$ cat src/rtl/mem_read_streamer_if.sv
// rtl/mem_read_streamer_if.sv - command, memory read port and output stream bundle for mem_read_streamer (MEM_STREAM_STRIDE_EN adds stride)
`timescale 1ns/1ps
interface mem_read_streamer_if #(
  parameter int DEPTH    = 8,
  parameter int BIT_SIZE = 16
);
  logic                start;
  logic [DEPTH-1:0]    base_addr;
  logic [DEPTH:0]      length;
`ifdef MEM_STREAM_STRIDE_EN
  logic [DEPTH-1:0]    stride;
`endif
  logic [DEPTH-1:0]    read_addr;
  logic [BIT_SIZE-1:0] read_data;
  logic [BIT_SIZE-1:0] out_data;
  logic                out_valid;
  logic                out_ready;
  logic                out_last;
  logic                busy;
  logic                done;

  // master: command issuer, memory and downstream sink; slave: the streamer
  modport master (
`ifdef MEM_STREAM_STRIDE_EN
    output stride,
`endif
    output start, base_addr, length, read_data, out_ready,
    input  read_addr, out_data, out_valid, out_last, busy, done
  );

  modport slave (
`ifdef MEM_STREAM_STRIDE_EN
    input  stride,
`endif
    input  start, base_addr, length, read_data, out_ready,
    output read_addr, out_data, out_valid, out_last, busy, done
  );
endinterface

$ cat src/rtl/mem_read_streamer.sv
// rtl/mem_read_streamer.sv - walks a memory region and streams words with valid/ready/last
// Optional MEM_STREAM_STRIDE_EN: per-command address stride instead of a fixed +1 step.
`timescale 1ns/1ps
module mem_read_streamer #(
  parameter int DEPTH    = 8,
  parameter int BIT_SIZE = 16
) (
  input  logic               clk,
  input  logic               rst_n,
  mem_read_streamer_if.slave bus
);
  typedef enum logic [1:0] {IDLE = 2'd0, STREAM = 2'd1, FLUSH = 2'd2} state_t;

  state_t              state_q, state_d;
  logic [DEPTH-1:0]    addr_q, addr_d;
  logic [DEPTH:0]      rem_q, rem_d;
  logic [BIT_SIZE-1:0] data_q, data_d;
  logic                valid_q, valid_d;
  logic                last_q, last_d;
  logic                done_q, done_d;
  logic [DEPTH-1:0]    step;
  logic                load;

`ifdef MEM_STREAM_STRIDE_EN
  logic [DEPTH-1:0]    stride_q, stride_d;
  assign step = stride_q;
`else
  assign step = {{(DEPTH-1){1'b0}}, 1'b1};
`endif

  // The output stage may be refilled in the same cycle its word is accepted.
  assign load = (state_q == STREAM) && (rem_q != '0) && (!valid_q || bus.out_ready);

  always_comb begin
    state_d = state_q;
    addr_d  = addr_q;
    rem_d   = rem_q;
    data_d  = data_q;
    valid_d = valid_q;
    last_d  = last_q;
    done_d  = 1'b0;
`ifdef MEM_STREAM_STRIDE_EN
    stride_d = stride_q;
`endif
    case (state_q)
      IDLE: begin
        if (bus.start) begin
          if (bus.length != '0) begin
            addr_d  = bus.base_addr;
            rem_d   = bus.length;
            state_d = STREAM;
`ifdef MEM_STREAM_STRIDE_EN
            stride_d = bus.stride;
`endif
          end else begin
            done_d = 1'b1;
          end
        end
      end
      STREAM: begin
        if (load) begin
          data_d  = bus.read_data;
          valid_d = 1'b1;
          last_d  = (rem_q == {{DEPTH{1'b0}}, 1'b1});
          addr_d  = addr_q + step;
          rem_d   = rem_q - {{DEPTH{1'b0}}, 1'b1};
          if (rem_q == {{DEPTH{1'b0}}, 1'b1}) begin
            state_d = FLUSH;
          end
        end
      end
      FLUSH: begin
        if (valid_q && bus.out_ready) begin
          valid_d = 1'b0;
          last_d  = 1'b0;
          done_d  = 1'b1;
          state_d = IDLE;
        end
      end
      default: state_d = IDLE;
    endcase
  end

  always_ff @(posedge clk or negedge rst_n) begin
    if (!rst_n) begin
      state_q <= IDLE;
      addr_q  <= '0;
      rem_q   <= '0;
      data_q  <= '0;
      valid_q <= 1'b0;
      last_q  <= 1'b0;
      done_q  <= 1'b0;
`ifdef MEM_STREAM_STRIDE_EN
      stride_q <= '0;
`endif
    end else begin
      state_q <= state_d;
      addr_q  <= addr_d;
      rem_q   <= rem_d;
      data_q  <= data_d;
      valid_q <= valid_d;
      last_q  <= last_d;
      done_q  <= done_d;
`ifdef MEM_STREAM_STRIDE_EN
      stride_q <= stride_d;
`endif
    end
  end

  assign bus.read_addr = addr_q;
  assign bus.out_data  = data_q;
  assign bus.out_valid = valid_q;
  assign bus.out_last  = last_q;
  assign bus.busy      = (state_q != IDLE);
  assign bus.done      = done_q;
endmodule

$ cat src/flat_wrapper.sv
// flat-port wrapper written by rule: the top's interface ports become plain ports
module mem_read_streamer_flat 
#(
  parameter int DEPTH    = 8,
  parameter int BIT_SIZE = 16
)
  (clk, rst_n, bus_start, bus_base_addr, bus_length, bus_read_data, bus_out_ready, bus_read_addr, bus_out_data, bus_out_valid, bus_out_last, bus_busy, bus_done);
  mem_read_streamer_if #(.DEPTH(DEPTH), .BIT_SIZE(BIT_SIZE)) bus_i ();
  input  logic clk;
  input  logic rst_n;
  input wire logic [$bits(bus_i.start)-1:0] bus_start;
  input wire logic [$bits(bus_i.base_addr)-1:0] bus_base_addr;
  input wire logic [$bits(bus_i.length)-1:0] bus_length;
  input wire logic [$bits(bus_i.read_data)-1:0] bus_read_data;
  input wire logic [$bits(bus_i.out_ready)-1:0] bus_out_ready;
  output wire logic [$bits(bus_i.read_addr)-1:0] bus_read_addr;
  output wire logic [$bits(bus_i.out_data)-1:0] bus_out_data;
  output wire logic [$bits(bus_i.out_valid)-1:0] bus_out_valid;
  output wire logic [$bits(bus_i.out_last)-1:0] bus_out_last;
  output wire logic [$bits(bus_i.busy)-1:0] bus_busy;
  output wire logic [$bits(bus_i.done)-1:0] bus_done;
  assign bus_i.start = bus_start;
  assign bus_i.base_addr = bus_base_addr;
  assign bus_i.length = bus_length;
  assign bus_i.read_data = bus_read_data;
  assign bus_i.out_ready = bus_out_ready;
  assign bus_read_addr = bus_i.read_addr;
  assign bus_out_data = bus_i.out_data;
  assign bus_out_valid = bus_i.out_valid;
  assign bus_out_last = bus_i.out_last;
  assign bus_busy = bus_i.busy;
  assign bus_done = bus_i.done;
  mem_read_streamer #(.DEPTH(DEPTH), .BIT_SIZE(BIT_SIZE)) u_core (.clk(clk), .rst_n(rst_n), .bus(bus_i));
endmodule
$ cat config.mk
export PLATFORM = sky130hd
export DESIGN_NAME = mem_read_streamer_flat
export DESIGN_NICKNAME = d
export VERILOG_FILES = /design/src/rtl/mem_read_streamer_if.sv /design/src/rtl/mem_read_streamer.sv /design/src/flat_wrapper.sv
export SDC_FILE = /design/constraint.sdc
export NUM_CORES = 1
export LEC_CHECK = 0
export ABC_AREA = 1
export BUFFER_PORTS_ARGS = -buffer_cell sky130_fd_sc_hd__buf_2
export CORE_UTILIZATION = 50
export DETAILED_ROUTE_END_ITERATION = 12
export PLACE_DENSITY_LB_ADDON = 0.25
export SYNTH_ARGS = -nofsm -noshare
export SYNTH_HDL_FRONTEND = slang
export SYNTH_SLANG_ARGS = --single-unit
$ cat constraint.sdc
create_clock -name clk -period 3.45 [get_ports clk]
set_clock_uncertainty 0.05 [all_clocks]
set_input_delay 0.1725 -clock clk [delete_from_list [all_inputs] [get_ports clk]]
set_output_delay 0.1725 -clock clk [all_outputs]
set_load 0.05 [all_outputs]
# --- Word level (Yosys, flattened, before mapping) ---
# Cells that the tools add are included.
word_totals:
  regBits: 38
  inputBits: 37
  output_inout_bits: 28
  elab_cells: 55
classes:
  n_addsub: 2
  n_eq_ne: 8
  muxes: 23
  n_reduce_logical: 15
ops:
  columns: ["op", "count"]
  rows:
  - ["$mux W9", 3]
  - ["$mux W8", 3]
  - ["$pmux W9 S2", 1]
  - ["$reduce_bool A9 Y1", 2]
  - ["$pmux W8 S2", 1]
  - ["$mux W2", 5]
  - ["$eq A9 B1 Y1 const B", 1]
  - ["$sub A9 B1 Y9 const B", 1]
  - ["$add A8 B1 Y8 const B", 1]
  - ["$mux W1", 6]
  - ["$ne A2 B1 Y1 const B", 3]
  - ["$pmux W1 S2", 3]
  - ["$pmux W2 S3", 1]
  - ["$reduce_bool A2 Y1", 3]
  - ["$reduce_and A5 Y1", 1]
  - ["$ne A2 B2 Y1 const B", 2]
  - ["$reduce_and A4 Y1", 1]
  - ["$logic_and A1 B1 Y1", 3]
  - ["$reduce_and A3 Y1", 1]
  - ["$eq A2 B1 Y1 const B", 1]
  - ["$eq A2 B2 Y1 const B", 1]
  - ["$logic_not A2 Y1", 1]
  - ["$reduce_and A2 Y1", 1]
  - ["$logic_not A1 Y1", 1]
  - ["$logic_or A1 B1 Y1", 1]

# --- Depth between registers and ports, before layout ---
depth:
  ltp_word: 5
  ltp_mapped: 12
  depth_no_buf: 11

# --- Least setup slack after synthesis ---
# OpenSTA, ideal clock, no wires.
synth_path:
  path_kind: "register -> register"
  start: "reg u_core.state_q[0]"
  end: "reg u_core.addr_q[6] (netlist: u_core.bus.read_addr[6])"
  setup_ns: 0.118
  arrival_time_ns: 1.655
  required_time_ns: 3.282
  path_slack_ns: 1.627
  stages_incl_launch_ff: 10
  n_path_buf: 1
  synth_period_minus_slack_ns: 1.823
  path_cell_list: "dfrtp_1 -> inv_1 -> ha_1 -> inv_1 -> or2_2 -> nand2_4 -> nor2_8 -> buf_6 -> nand2_1 -> nand2_1"
synth_via:
  elab_chain_cells: 5
synth_lines:
  columns: ["item", "line", "rtl"]
  rows:
  - ["start, declared", "mem_read_streamer.sv:14", "state_t state_q, state_d;"]
  - ["start signal, assigned", "mem_read_streamer.sv:97", "state_q <= state_d;"]
  - ["$eq A2 B1 Y1", "mem_read_streamer.sv:32, mem_read_streamer.sv:45", null]
  - ["$logic_and A1 B1 Y1 (2 in a row)", "mem_read_streamer.sv:32", "assign load = (state_q == STREAM) && (rem_q != '0) && (!valid_q || bus.out_ready);"]
  - ["$ne A2 B1 Y1 (no line)", null, null]
  - ["$reduce_and A4 Y1 (no line)", null, null]
  - ["end signal, assigned", "mem_read_streamer.sv:98", "addr_q <= addr_d;"]
  - ["end, declared", "mem_read_streamer.sv:15", "logic [DEPTH-1:0] addr_q, addr_d;"]
# Parallel ways exist; a longest one is shown, timed or not.
# A chain may end at the register's enable or synchronous reset.

# --- Worst setup path in the final report ---
layout_path:
  start: "reg u_core.state_q[1]"
  end: "reg u_core.rem_q[1]"
layout_via:
  elab_chain_cells: 5
layout_lines:
  columns: ["item", "line", "rtl"]
  rows:
  - ["$eq A2 B1 Y1", "mem_read_streamer.sv:32, mem_read_streamer.sv:45", null]
  - ["$logic_and A1 B1 Y1 (2 in a row)", "mem_read_streamer.sv:32", null]
  - ["$ne A2 B1 Y1 (no line)", null, null]
  - ["$reduce_and A4 Y1 (no line)", null, null]
  - ["end signal, assigned", "mem_read_streamer.sv:99", "rem_q <= rem_d;"]
  - ["end, declared", "mem_read_streamer.sv:16", "logic [DEPTH:0] rem_q, rem_d;"]
# Parallel ways exist; a longest one is shown, timed or not.

==> summary.md <==
| Metric | Value |
|---|---|
| Status | `finished, final reports clean` |
| CTS tree | `built` |
| Syn Area/Cell | `7.15 µm²` |
| Remaining antenna violation count | `0` |
| Core area | `4140 µm²` |
| DP HPWL | `3730 µm` |
| Final WS setup | `1.07 ns` |
| Crit. End Element | `register` |
| Met3 wire length | `302 µm` |
| Adder-cell share of the synthesized area | `0.0447` |
| Pin count of the biggest net entering global routing | `39` |
| Data required time of the worst path | `3.58 ns` |
| Largest cells by area after synthesis | `dfrtp_1 43%, nand2_1 24%, nand3_1 8.3%` |
| CTS resizes | `0` |
| Peak VDD IR | `0.513 mV` |
| Yosys reg bits | `38` |
| Initial antenna violation count | `0` |
| Hold_sp | `bus_read_data[12]` |
| Top Layer Used | `met4` |
| Root Buffer | `clkbuf_8` |
| Routed len/inst | `12.2 µm` |
| Starting DRT DRC Count | `219` |
| Syn-to-layout area delta | `22.0%` |
| Post-synthesis sequential area ratio | `0.425` |
| Initial Utilization | `0.540` |
| Horiz. Die Dim | `68.9 µm` |
| Slew HR | `0.433` |
| YS warnings | `0` |
| Syn nets | `358` |
| GPL Wtd Cong | `0.798` |
| First-pass GRT wire length | `8090 µm` |
| Mux cell area share after synthesis | `0` |
| Number of fill cells | `393` |
| Top FF cell, synth | `dfrtp_1` |
| GRT Util Overall | `0.234` |
| Post-synth EDFFs | `0` |
| # setup viols final | `0` |
| Pins Over Slew Limit | `0` |
| Setup TNS | `0 ns` |
| TritonCTS Sinks | `38` |
| Hold endpoint | `u_core.bus.out_data[12]` |
| Lkg Pwr | `1.58 nW` |
| Crit-path max cell delay | `0.44 ns` |
| PD cells | `1150 nW/µm²` |
| Main combinational cell family by area after synthesis | `simple AND/OR/NAND/NOR gates` |
| Synth cell types | `25` |
| Vias | `2130` |
| Crit path launch type | `register` |
| R2r startpoint | `u_core.state_q[1]` |
| Max Cap Viol | `0` |
| IO Count | `65` |
| Post-synthesis compound-gate area fraction | `0.0559` |
| PortBufs | `64` |
| Hold path depth | `3` |
| Area fraction of the dominant cell type after synthesis | `0.425` |
| WP data arrival | `2.51 ns` |
| Gr ovfl total | `0` |
| Final hold vios | `0` |
| Place WS | `1.09 ns` |
| Worst R2R Setup Slack | `1.07 ns` |
| Via density | `4.98` |
| Mapped Area | `2240 µm²` |
| Clock latency on the worst-skew pair | `0.29 ns` |
| Slowest stage cell, crit path | `a21oi_4` |
| # diodes | `0` |
| Fin nets | `422` |
| Fin area | `2730 µm²` |
| Simple-gate share of the synthesized area | `0.409` |
| CP Class | `reg -> reg` |
| Cells after synthesis | `313` |
| FF-to-FF path depth | `9` |
| Hold Crit Class | `in -> reg` |
| Number of core rows | `23` |
| Max H-tree Level | `2` |
| FMAX | `420 MHz` |
| Post-layout minimum cycle time | `2.38 ns` |
| Worst reg2reg endpoint | `u_core.rem_q[1]` |
| Met1 WL | `2320 µm` |
| Multi-input gate area | `1150 µm²` |
| Worst-path fanout max | `20` |
| CP Cell Sequence | `inv_1 -> ha_1 -> inv_2 -> a21oi_4 -> nand2_4 -> nand2_4 -> nand3_2 -> nand2_1 -> nand2_1` |
| # DRC | `0` |
| Vias in the first global route | `1850` |
| Slew @ Worst Pin | `0.851 ns` |
| Final wirelength | `5220 µm` |
| Cell Area, Placed | `2580 µm²` |
| Met2 WL | `2530 µm` |
| Tcrit/Tclk final | `0.690` |
| Post-Synth XOR/XNOR Area | `0.00391` |
| Ratio of cells with drive above 1 in the final layout | `0.225` |
| Synth async-reset ratio | `1.00` |
| RSZ-0062 raised after global routing | `no` |
| Die area | `4750 µm²` |
| Pre-Repair DR Iteration Count | `4` |
| Final core utilization | `0.659` |
| Clock buffer depth | `2` |
| Cts bufs inserted | `5` |
| Largest area contributor in the netlist | `dfrtp_1` |
| Count leader, synth | `nand2_1` |
| Sequential cell area | `951 µm²` |
| Clock transition at the registers of the reported paths | `0.07 ns` |
| Die Y | `68.9 µm` |
| Commonest cells post-synth | `146 x nand2_1, 38 x dfrtp_1, 37 x nand3_1, 22 x inv_1, 20 x nor2_1` |
[critical path, delay by kind of cell (launching register included)]
kind / cells / cell delay [ns]
buffers and inverters: 2 / 0.28
AO/OA/AOI/OAI: 1 / 0.44
AND/OR/NAND/NOR: 5 / 0.91
adder cells (fa/ha/maj): 1 / 0.20
flip-flops: 1 / 0.39
[cells in the final DEF (no fill, tap or decap), drive strengths merged, types with 4 or more instances in the layout]
master | netlist | final
buf | 4 | 65
clkbuf | 5 | 6
dfrtp | 38 | 38
ha | 8 | 8
inv | 23 | 23
nand2 | 150 | 150
nand3 | 38 | 38
nor2 | 21 | 21
o21ai | 10 | 10
o21bai | 4 | 4
or2 | 4 | 4
[layer usage]
layer,GRT usage,vias to the layer above
met1,0.310,950
met3,0.0493,6
met2,0.379,65
met4,0.0816,0
li1,-,1109
met5,0,-
[per-stage QoR]
| stage | power, W | hold WS (ns) | std cells |
|---|---|---|---|
| floorplan | 0.00230 | -0.173 | 313 |
| global placement | 0.00263 | 0.268 | 419 |
| detailed placement | 0.00267 | 0.279 | 419 |
| CTS | 0.00316 | 0.0539 | 428 |
| global route | 0.00340 | 0.0655 | 428 |
| finish | 0.00314 | 0.0583 | 428 |
[layout make-up]
| class | count | share of cell area |
|---|---|---|
| clock buffer | 6 | 0.0302 |
| multi-input combinational | 243 | 0.421 |
| tap | 50 | 0.0229 |
| inverter | 23 | 0.0316 |
| sequential | 38 | 0.348 |
| timing repair buffer | 66 | 0.124 |
| clock inverter | 2 | 0.0220 |
[sequential cells by signal, indices dropped and copies added (netlist names)]
signal and cells:
u_core.bus.done 1, u_core.bus.out_data 16, u_core.bus.out_last 1, u_core.bus.out_valid 1, u_core.bus.read_addr 8, u_core.rem_q 9, u_core.state_q 2
[worst max-delay path by stage]
stage / from / end / slack [ns]
after floorplan: u_core.state_q[0] / u_core.bus.read_addr[6] / 1.63
after global routing: u_core.state_q[1] / u_core.rem_q[6] / 0.81
after detailed placement: u_core.state_q[1] / u_core.bus.read_addr[1] / 1.09
final: u_core.state_q[1] / u_core.rem_q[1] / 1.07
after CTS: u_core.state_q[1] / u_core.rem_q[6] / 1.07
after global placement: u_core.state_q[1] / u_core.rem_q[1] / 1.18
[where the power goes]
group	internal (W)	switching [W]
Clock	0.000308	0.000160
Sequential	0.000660	0.000175
Combinational	0.000496	0.00134
[cells by family (layout without fill, tap and decap cells)]
family                     count (synthesis)  in the layout
and+or+nand+nor                          215            215
adders and majority gates                  8              8
xor gates and xnor gates                   1              1
buffers and inverters                     32             97
AOI/OAI and AO/OA                         19             19
DFF                                       38             38
[what timing repair did]
item                                    CTS  global route
hold buffers                              1             0
hold endpoints to repair                 38             0
endpoints found under the setup margin    0             0
setup buffers                             0             0
(Power assumes the default switching activity.)
